$ cat config.mk
export PLATFORM = sky130hd
export DESIGN_NAME = controle_somador_multibyte
export DESIGN_NICKNAME = d
export VERILOG_FILES = /design/src/rtl/controle_somador_multibyte.sv
export SDC_FILE = /design/constraint.sdc
export NUM_CORES = 1
export LEC_CHECK = 0
export ABC_AREA = 0
export ABC_CLOCK_PERIOD_IN_PS = 1870
export CORE_UTILIZATION = 42
export DETAILED_ROUTE_END_ITERATION = 16
export PLACE_DENSITY = 0.75
export SYNTH_ARGS = -nofsm -noshare
export SYNTH_HDL_FRONTEND = slang
export SYNTH_SLANG_ARGS = --single-unit
$ cat constraint.sdc
create_clock -name clk -period 1.87 [get_ports clk]
set_input_delay 0.187 -clock clk [delete_from_list [all_inputs] [get_ports clk]]
set_output_delay 0.187 -clock clk [all_outputs]
set_load 0.02 [all_outputs]
$ cat src/rtl/controle_somador_multibyte.sv
// Byte-serial multi-precision adder sequencer that time-shares one external 8-bit adder.
// Optional subtract mode is enabled by defining SOMADOR_SUB_EN (adds the `sub` port).
module controle_somador_multibyte #(
  parameter int NBYTES = 4
) (
  input  logic                  clk,
  input  logic                  rst,
  input  logic                  start,
  input  logic [8*NBYTES-1:0]   a,
  input  logic [8*NBYTES-1:0]   b,
  input  logic                  cin,
`ifdef SOMADOR_SUB_EN
  input  logic                  sub,
`endif
  output logic                  busy,
  output logic                  done,
  output logic [8*NBYTES-1:0]   soma,
  output logic                  cout,
  output logic [7:0]            add_x,
  output logic [7:0]            add_y,
  output logic                  add_cin,
  input  logic [7:0]            add_s,
  input  logic                  add_cout
);

  localparam int IDXW = (NBYTES > 1) ? $clog2(NBYTES) : 1;
  localparam logic [IDXW-1:0] LAST_IDX = IDXW'(NBYTES - 1);

  typedef enum logic [1:0] {
    ST_IDLE = 2'd0,
    ST_RUN  = 2'd1,
    ST_DONE = 2'd2
  } state_t;

  state_t                state_q, state_d;
  logic [IDXW-1:0]       idx_q, idx_d;
  logic [8*NBYTES-1:0]   a_q, a_d;
  logic [8*NBYTES-1:0]   b_q, b_d;
  logic                  c_q, c_d;
  logic [8*NBYTES-1:0]   soma_q, soma_d;
  logic                  cout_q, cout_d;
  logic                  busy_q, done_q;
  logic                  accept_s;
  logic                  sub_in_s;
  logic                  sub_act_s;

`ifdef SOMADOR_SUB_EN
  logic                  sub_q;

  assign sub_in_s  = sub;
  assign sub_act_s = sub_q;

  // Subtract-mode flag, captured with the operands
  always_ff @(posedge clk) begin
    if (rst) begin
      sub_q <= 1'b0;
    end else if (accept_s) begin
      sub_q <= sub;
    end else begin
      sub_q <= sub_q;
    end
  end
`else
  assign sub_in_s  = 1'b0;
  assign sub_act_s = 1'b0;
`endif

  // Start is honoured only when no operation is in flight
  assign accept_s = start && ((state_q == ST_IDLE) || (state_q == ST_DONE));

  // Next-state and datapath update
  always_comb begin
    state_d = state_q;
    idx_d   = idx_q;
    a_d     = a_q;
    b_d     = b_q;
    c_d     = c_q;
    soma_d  = soma_q;
    cout_d  = cout_q;
    if (accept_s) begin
      state_d = ST_RUN;
      idx_d   = '0;
      a_d     = a;
      b_d     = b;
      c_d     = sub_in_s ? 1'b1 : cin;
      soma_d  = '0;
      cout_d  = 1'b0;
    end else begin
      case (state_q)
        ST_IDLE: state_d = ST_IDLE;
        ST_RUN: begin
          soma_d[8*idx_q +: 8] = add_s;
          c_d                  = add_cout;
          if (idx_q == LAST_IDX) begin
            cout_d  = add_cout;
            idx_d   = '0;
            state_d = ST_DONE;
          end else begin
            idx_d = idx_q + IDXW'(1);
          end
        end
        ST_DONE: state_d = ST_IDLE;
        default: state_d = ST_IDLE;
      endcase
    end
  end

  // State and datapath registers; busy/done are registered from the next state
  always_ff @(posedge clk) begin
    if (rst) begin
      state_q <= ST_IDLE;
      idx_q   <= '0;
      a_q     <= '0;
      b_q     <= '0;
      c_q     <= 1'b0;
      soma_q  <= '0;
      cout_q  <= 1'b0;
      busy_q  <= 1'b0;
      done_q  <= 1'b0;
    end else begin
      state_q <= state_d;
      idx_q   <= idx_d;
      a_q     <= a_d;
      b_q     <= b_d;
      c_q     <= c_d;
      soma_q  <= soma_d;
      cout_q  <= cout_d;
      busy_q  <= (state_d == ST_RUN);
      done_q  <= (state_d == ST_DONE);
    end
  end

  // The shared adder sees operands only while running; otherwise it is parked at zero
  always_comb begin
    add_x   = 8'd0;
    add_y   = 8'd0;
    add_cin = 1'b0;
    if (state_q == ST_RUN) begin
      add_x   = a_q[8*idx_q +: 8];
      add_y   = b_q[8*idx_q +: 8] ^ {8{sub_act_s}};
      add_cin = c_q;
    end else begin
      add_x   = 8'd0;
      add_y   = 8'd0;
      add_cin = 1'b0;
    end
  end

  assign busy = busy_q;
  assign done = done_q;
  assign soma = soma_q;
  assign cout = cout_q;

endmodule

Yosys cells after proc, flatten, opt, wreduce, memory -nomap -nowiden
Cells that the tools add are included.
{"block": "word_totals", "ff_bits": 104}
{"block": "op_classes", "addsub": 2, "eq_ne": 5, "shifts": 4, "n_mux": 10, "n_reduce_logical": 6}
{"operator": "$shiftx 32x6->8", "n": 2}
{"operator": "$neg 5->34", "n": 1}
{"operator": "$shift 8x34->32 const A", "n": 1}
{"operator": "$shiftx 8x34->32", "n": 1}
{"operator": "$bwmux 32", "n": 1}
{"operator": "$mux 8", "n": 2}
{"operator": "$mux 2", "n": 4}
{"operator": "$eq 2x2->1 const B", "n": 3}
{"operator": "$eq 2x1->1 const B", "n": 2}
{"operator": "$mux 1", "n": 3}
{"operator": "$add 2x1->2 const B", "n": 1}
{"operator": "$logic_not 2->1", "n": 1}
{"operator": "$reduce_and 2->1", "n": 1}
{"operator": "$reduce_bool 2->1", "n": 1}
{"operator": "$reduce_or 2->1", "n": 1}
{"operator": "$logic_and 1x1->1", "n": 1}
{"operator": "$logic_or 1x1->1", "n": 1}

Logic depth before layout (Yosys ltp)
{"block": "depth", "ltp_word": 5, "ltp_mapped": 8, "ltp_nobuf": 5}

Least setup slack after synthesis
Ideal clock, no wire load.
{"block": "synth_path", "path_type": "reg-to-reg", "from": "reg idx_q[1]", "to": "reg soma_q[16], in the netlist soma[16]", "setup_time_ns": 0.062, "arrival_ns": 1.972, "required_time_ns": 1.808, "path_slack_ns": -0.164, "path_stages_with_launch": 8, "synth_period_minus_slack_ns": 2.034, "cell_sequence": "dfxtp_1 buf_2 buf_2 inv_1 ha_1 or2_2 nor4_4 a32o_1"}
{"block": "synth_between", "elab_chain_cells": 3}
{"element": "start: declaration", "line": "36", "text": "logic [IDXW-1:0] idx_q, idx_d;"}
{"element": "start signal: assignment", "line": "122", "text": "idx_q <= idx_d;"}
{"element": "$neg 5->34 (*)", "line": "92", "text": "soma_d[8*idx_q +: 8] = add_s;"}
{"element": "$shiftx 8x34->32 / $shift 8x34->32 (equally long branches)", "line": "92"}
{"element": "$bwmux 32 (*)", "line": "92"}
{"element": "end signal: assignment", "line": "126", "text": "soma_q <= soma_d;"}
{"element": "end: declaration", "line": "40", "text": "logic [8*NBYTES-1:0] soma_q, soma_d;"}
Every way passes the cells marked *; elsewhere a longest branch is shown, timed or not.
A chain may end at the register's enable or synchronous reset.

Worst setup path after layout
{"block": "layout_path", "from": "reg idx_q[0]", "to": "out add_y[3]"}
{"block": "layout_between", "elab_chain_cells": 2}
{"element": "$shiftx 32x6->8", "line": "140", "text": "add_y = b_q[8*idx_q +: 8] ^ {8{sub_act_s}};"}
{"element": "$mux 8", "line": "138", "text": "if (state_q == ST_RUN) begin"}
{"element": "end: declaration", "line": "20", "text": "output logic [7:0] add_y,"}
No other way between the ends.

==> summary.md <==
| Metric | Value |
|---|---|
| CP Capture Type | output port |
| Most frequent cells in the layout | 139 x nand2_1, 110 x clkdlybuf4s50_1, 103 x dfxtp_1 |
| Outcome | finished with violations |
| Critical path, cell by cell | buf_12 > mux4_2 > and2_4 > buf_6 |
| DIE AREA | 10700 um^2 |
| Mapped Nets | 540 |
| Failing checks | setup timing |
| Critical path launch point type | flop |
| Pint | 0.00337 W |
| Ys Warns | 0 |
| Finish-stage setup viols | 15 |
| Tot Pwr | 0.00456 W |
| Layout cells sized above 1 | 0.191 |
| Switch Pwr | 0.00119 W |
| H-tree levels | 3 |
| Count of final hold-check violations | 0 |
| Share of flip-flops with an asynchronous set or reset | 0 |
| Crit path max-delay cell type | mux4_2 |
| Main synth FF type | dfxtp_1 |
| Part of the cycle the worst path needs | 1.02 |
| Fill cells | 827 |
| Initial antenna violation count | 1 |
| Crit-path max cell delay | 0.51 ns |
| DRC viols | 0 |
| Fin Setup TNS | -0.357 ns |
| EDFF count, synth | 0 |
| CP required | 1.68 ns |
| Commonest non-fill, non-tap cell in the layout | nand2_1 |
| Final period demand of the worst path | 1.92 ns |
| Power density cells | 734 nW/um^2 |
| Fin nets | 676 |
| Cells after Synth | 457 |
| Clk root buf | clkbuf_8 |
| Clock Sink Count | 104 |
| Gr usage total | 0.228 |
| Vias/cell | 5.32 |
| Top delay family on crit path | multiplexers |
| CP bufs+invs | 2 |
| Sequential area share after synthesis | 0.482 |
| Routed vias | 3896 |
| Worst setup margin | -0.0460 ns |
| Setup CP Type | flop to output port |
| Final GP Congestion | 0.838 |
| Worst min path class | primary input to flop |
| Critical Path AT | 1.73 ns |
| Crit-path max FO | 5 |
| VDD IR max | 0.000463 V |
| Layout area overhead | 44.0% |
| Post-DR wirelength/cell | 16.4 um |
| CTS tree | done |
| Core Region | 9860 um^2 |
| CTS Buffer Depth | 2 |
| Slew Viols, Final | 0 |
| Die X | 103 um |
| Max_cap viols | 0 |
| Port Buf Inserts | 128 |
| Row count | 36 |
| Avg Cell Area, Syn | 9.45 um^2 |
| Clock Latency Late Sink | 0.37 ns |
| Vias in the first global route | 3823 |
| DR iter-0 viols | 162 |
| RSZ-0062 raised after global routing | true |
| Largest net degree at the start of global routing | 60 |
| Slew headroom | 0.703 |
| CTS Buf Count | 9 |
| Sequential share of power | 0.519 |
| First-pass GRT wire length | 18600 um |
| Leak pwr | 2.30 nW |
| Post-Syn Area | 4320 um^2 |
| Boundary pin count | 129 |
| Worst-path clk slew | 0.11 ns |
| DP Wirelength | 8430 um |
| Die height | 103 um |
| Netlist cell types | 28 |
| Wirelength, routed | 12000 um |
| Clk_skew | 0.0146 ns |
| GRT overflow | 0 |
| Worst-margin pin slew | 0.446 ns |
| Fmax | 522 MHz |
| Net Sw Frac | 0.261 |
| Combinational Power Share | 0.167 |
| #FFs+latches synth | 104 |
| First-pass detailed-route iteration total | 5 |
| Antenna-violating nets left | 0 |
| Clock Power Share | 0.314 |
| Initial Util | 0.438 |
-- flip-flops by register name (all words and copies together) (netlist names) --
register  cells
b_q          32
cout          1
state_q       2
a_q          32
soma         32
c_q           1
idx_q         2
done          1
busy          1
-- layout make-up --
cell class,count,area (um^2),share of cell area
Clock inverter,6,67.6,0.0109
Clock buffer,10,138,0.0221
Sequential cell,104,2090,0.336
Multi-Input combinational cell,316,2130,0.343
Timing Repair Buffer,160,1610,0.259
Inverter,2,10.0,0.00161
Antenna cell,1,2.50,0.000403
Tap cell,133,166,0.0268
-- logic make-up (layout without fill, tap and decap cells) --
group                    after synthesis  in the layout  share of synthesized area
multiplexers                          17             17                     0.0858
AO/OA/AOI/OAI                        101            101                      0.152
AND/OR/NAND/NOR                      192            192                      0.215
adder cells (fa/ha/maj)                6              6                     0.0174
flip-flops                           104            104                      0.482
buffers and inverters                 37            178                     0.0481
other                                  0              1                          0
-- final timing paths --
check / slack, ns / start / depth (start not counted) / to
setup / recovery: -0.05 / idx_q[0] / 4 / add_y[3]
hold / removal: 0.35 / a[0] / 3 / a_q[0]
setup reg to reg: 0.04 / idx_q[0] / 7 / soma[14]
hold reg to reg: 0.46 / b_q[25] / 2 / b_q[25]
-- worst register-to-register path, stage by stage (launching register included) --
cell,delay [ns]
dfxtp_4,0.41
buf_12,0.14
buf_6,0.12
inv_4,0.05
ha_4,0.29
nand2_1,0.09
nor4_4,0.40
a32o_1,0.26
-- through the flow --
stage	instance area [um^2]	cells	util	setup WS, ns	hold slack, ns
after detailed placement	5810	708	0.589	-0.108	0.444
after floorplan	4340	457	-	0.0131	0.322
final	6220	732	0.630	-0.0460	0.353
after CTS	6200	731	0.628	-0.126	0.349
after global routing	6220	732	0.630	-0.0921	0.369
after global placement	5810	708	0.589	-0.0353	0.440
-- metal layers --
metal  wire length [um]  GRT usage  up-vias
met5                  0          0        -
met4                264     0.0888        0
met3                653     0.0457       20
met2               6230      0.388      131
met1               4850      0.285     1882
li1                   -          -     1863
-- power groups by stage --
stage	clock [W]	combinational, W	sequential [W]
6_report	0.00143	0.000764	0.00237
5_1_grt	0.00154	0.000826	0.00238
3_3_place_gp	0	0.000685	0.00241
3_5_place_dp	0	0.000700	0.00242
4_1_cts	0.00145	0.000751	0.00237
2_1_floorplan	0	0.000374	0.00241
-- cell usage after synthesis, drive strengths merged (2+ instances only) --
| cell | number | area share |
|---|---|---|
| and3b | 4 | 0.0081 |
| nand4 | 2 | 0.0029 |
| nor2b | 5 | 0.0072 |
| nand3b | 2 | 0.0035 |
| nand2 | 139 | 0.12 |
| a21oi | 70 | 0.081 |
| mux4 | 16 | 0.083 |
| buf | 27 | 0.039 |
| nand3 | 2 | 0.0023 |
| inv | 2 | 0.0017 |
| nand2b | 5 | 0.0072 |
| nor2 | 6 | 0.0052 |
| clkbuf | 8 | 0.0070 |
| nor4 | 3 | 0.015 |
| nor3 | 4 | 0.0093 |
| dfxtp | 104 | 0.48 |
| and2 | 17 | 0.025 |
| a32o | 28 | 0.065 |
| ha | 6 | 0.017 |
-- what timing repair did --
item	in CTS	in global routing
setup endpoints to repair	45	44
hold endpoints to repair	0	0
pin swaps	5	4
buffers inserted	5	2
cloned	2	0
resized for setup	120	11
hold buffers	0	0
Power figures use the tool's default switching activity.
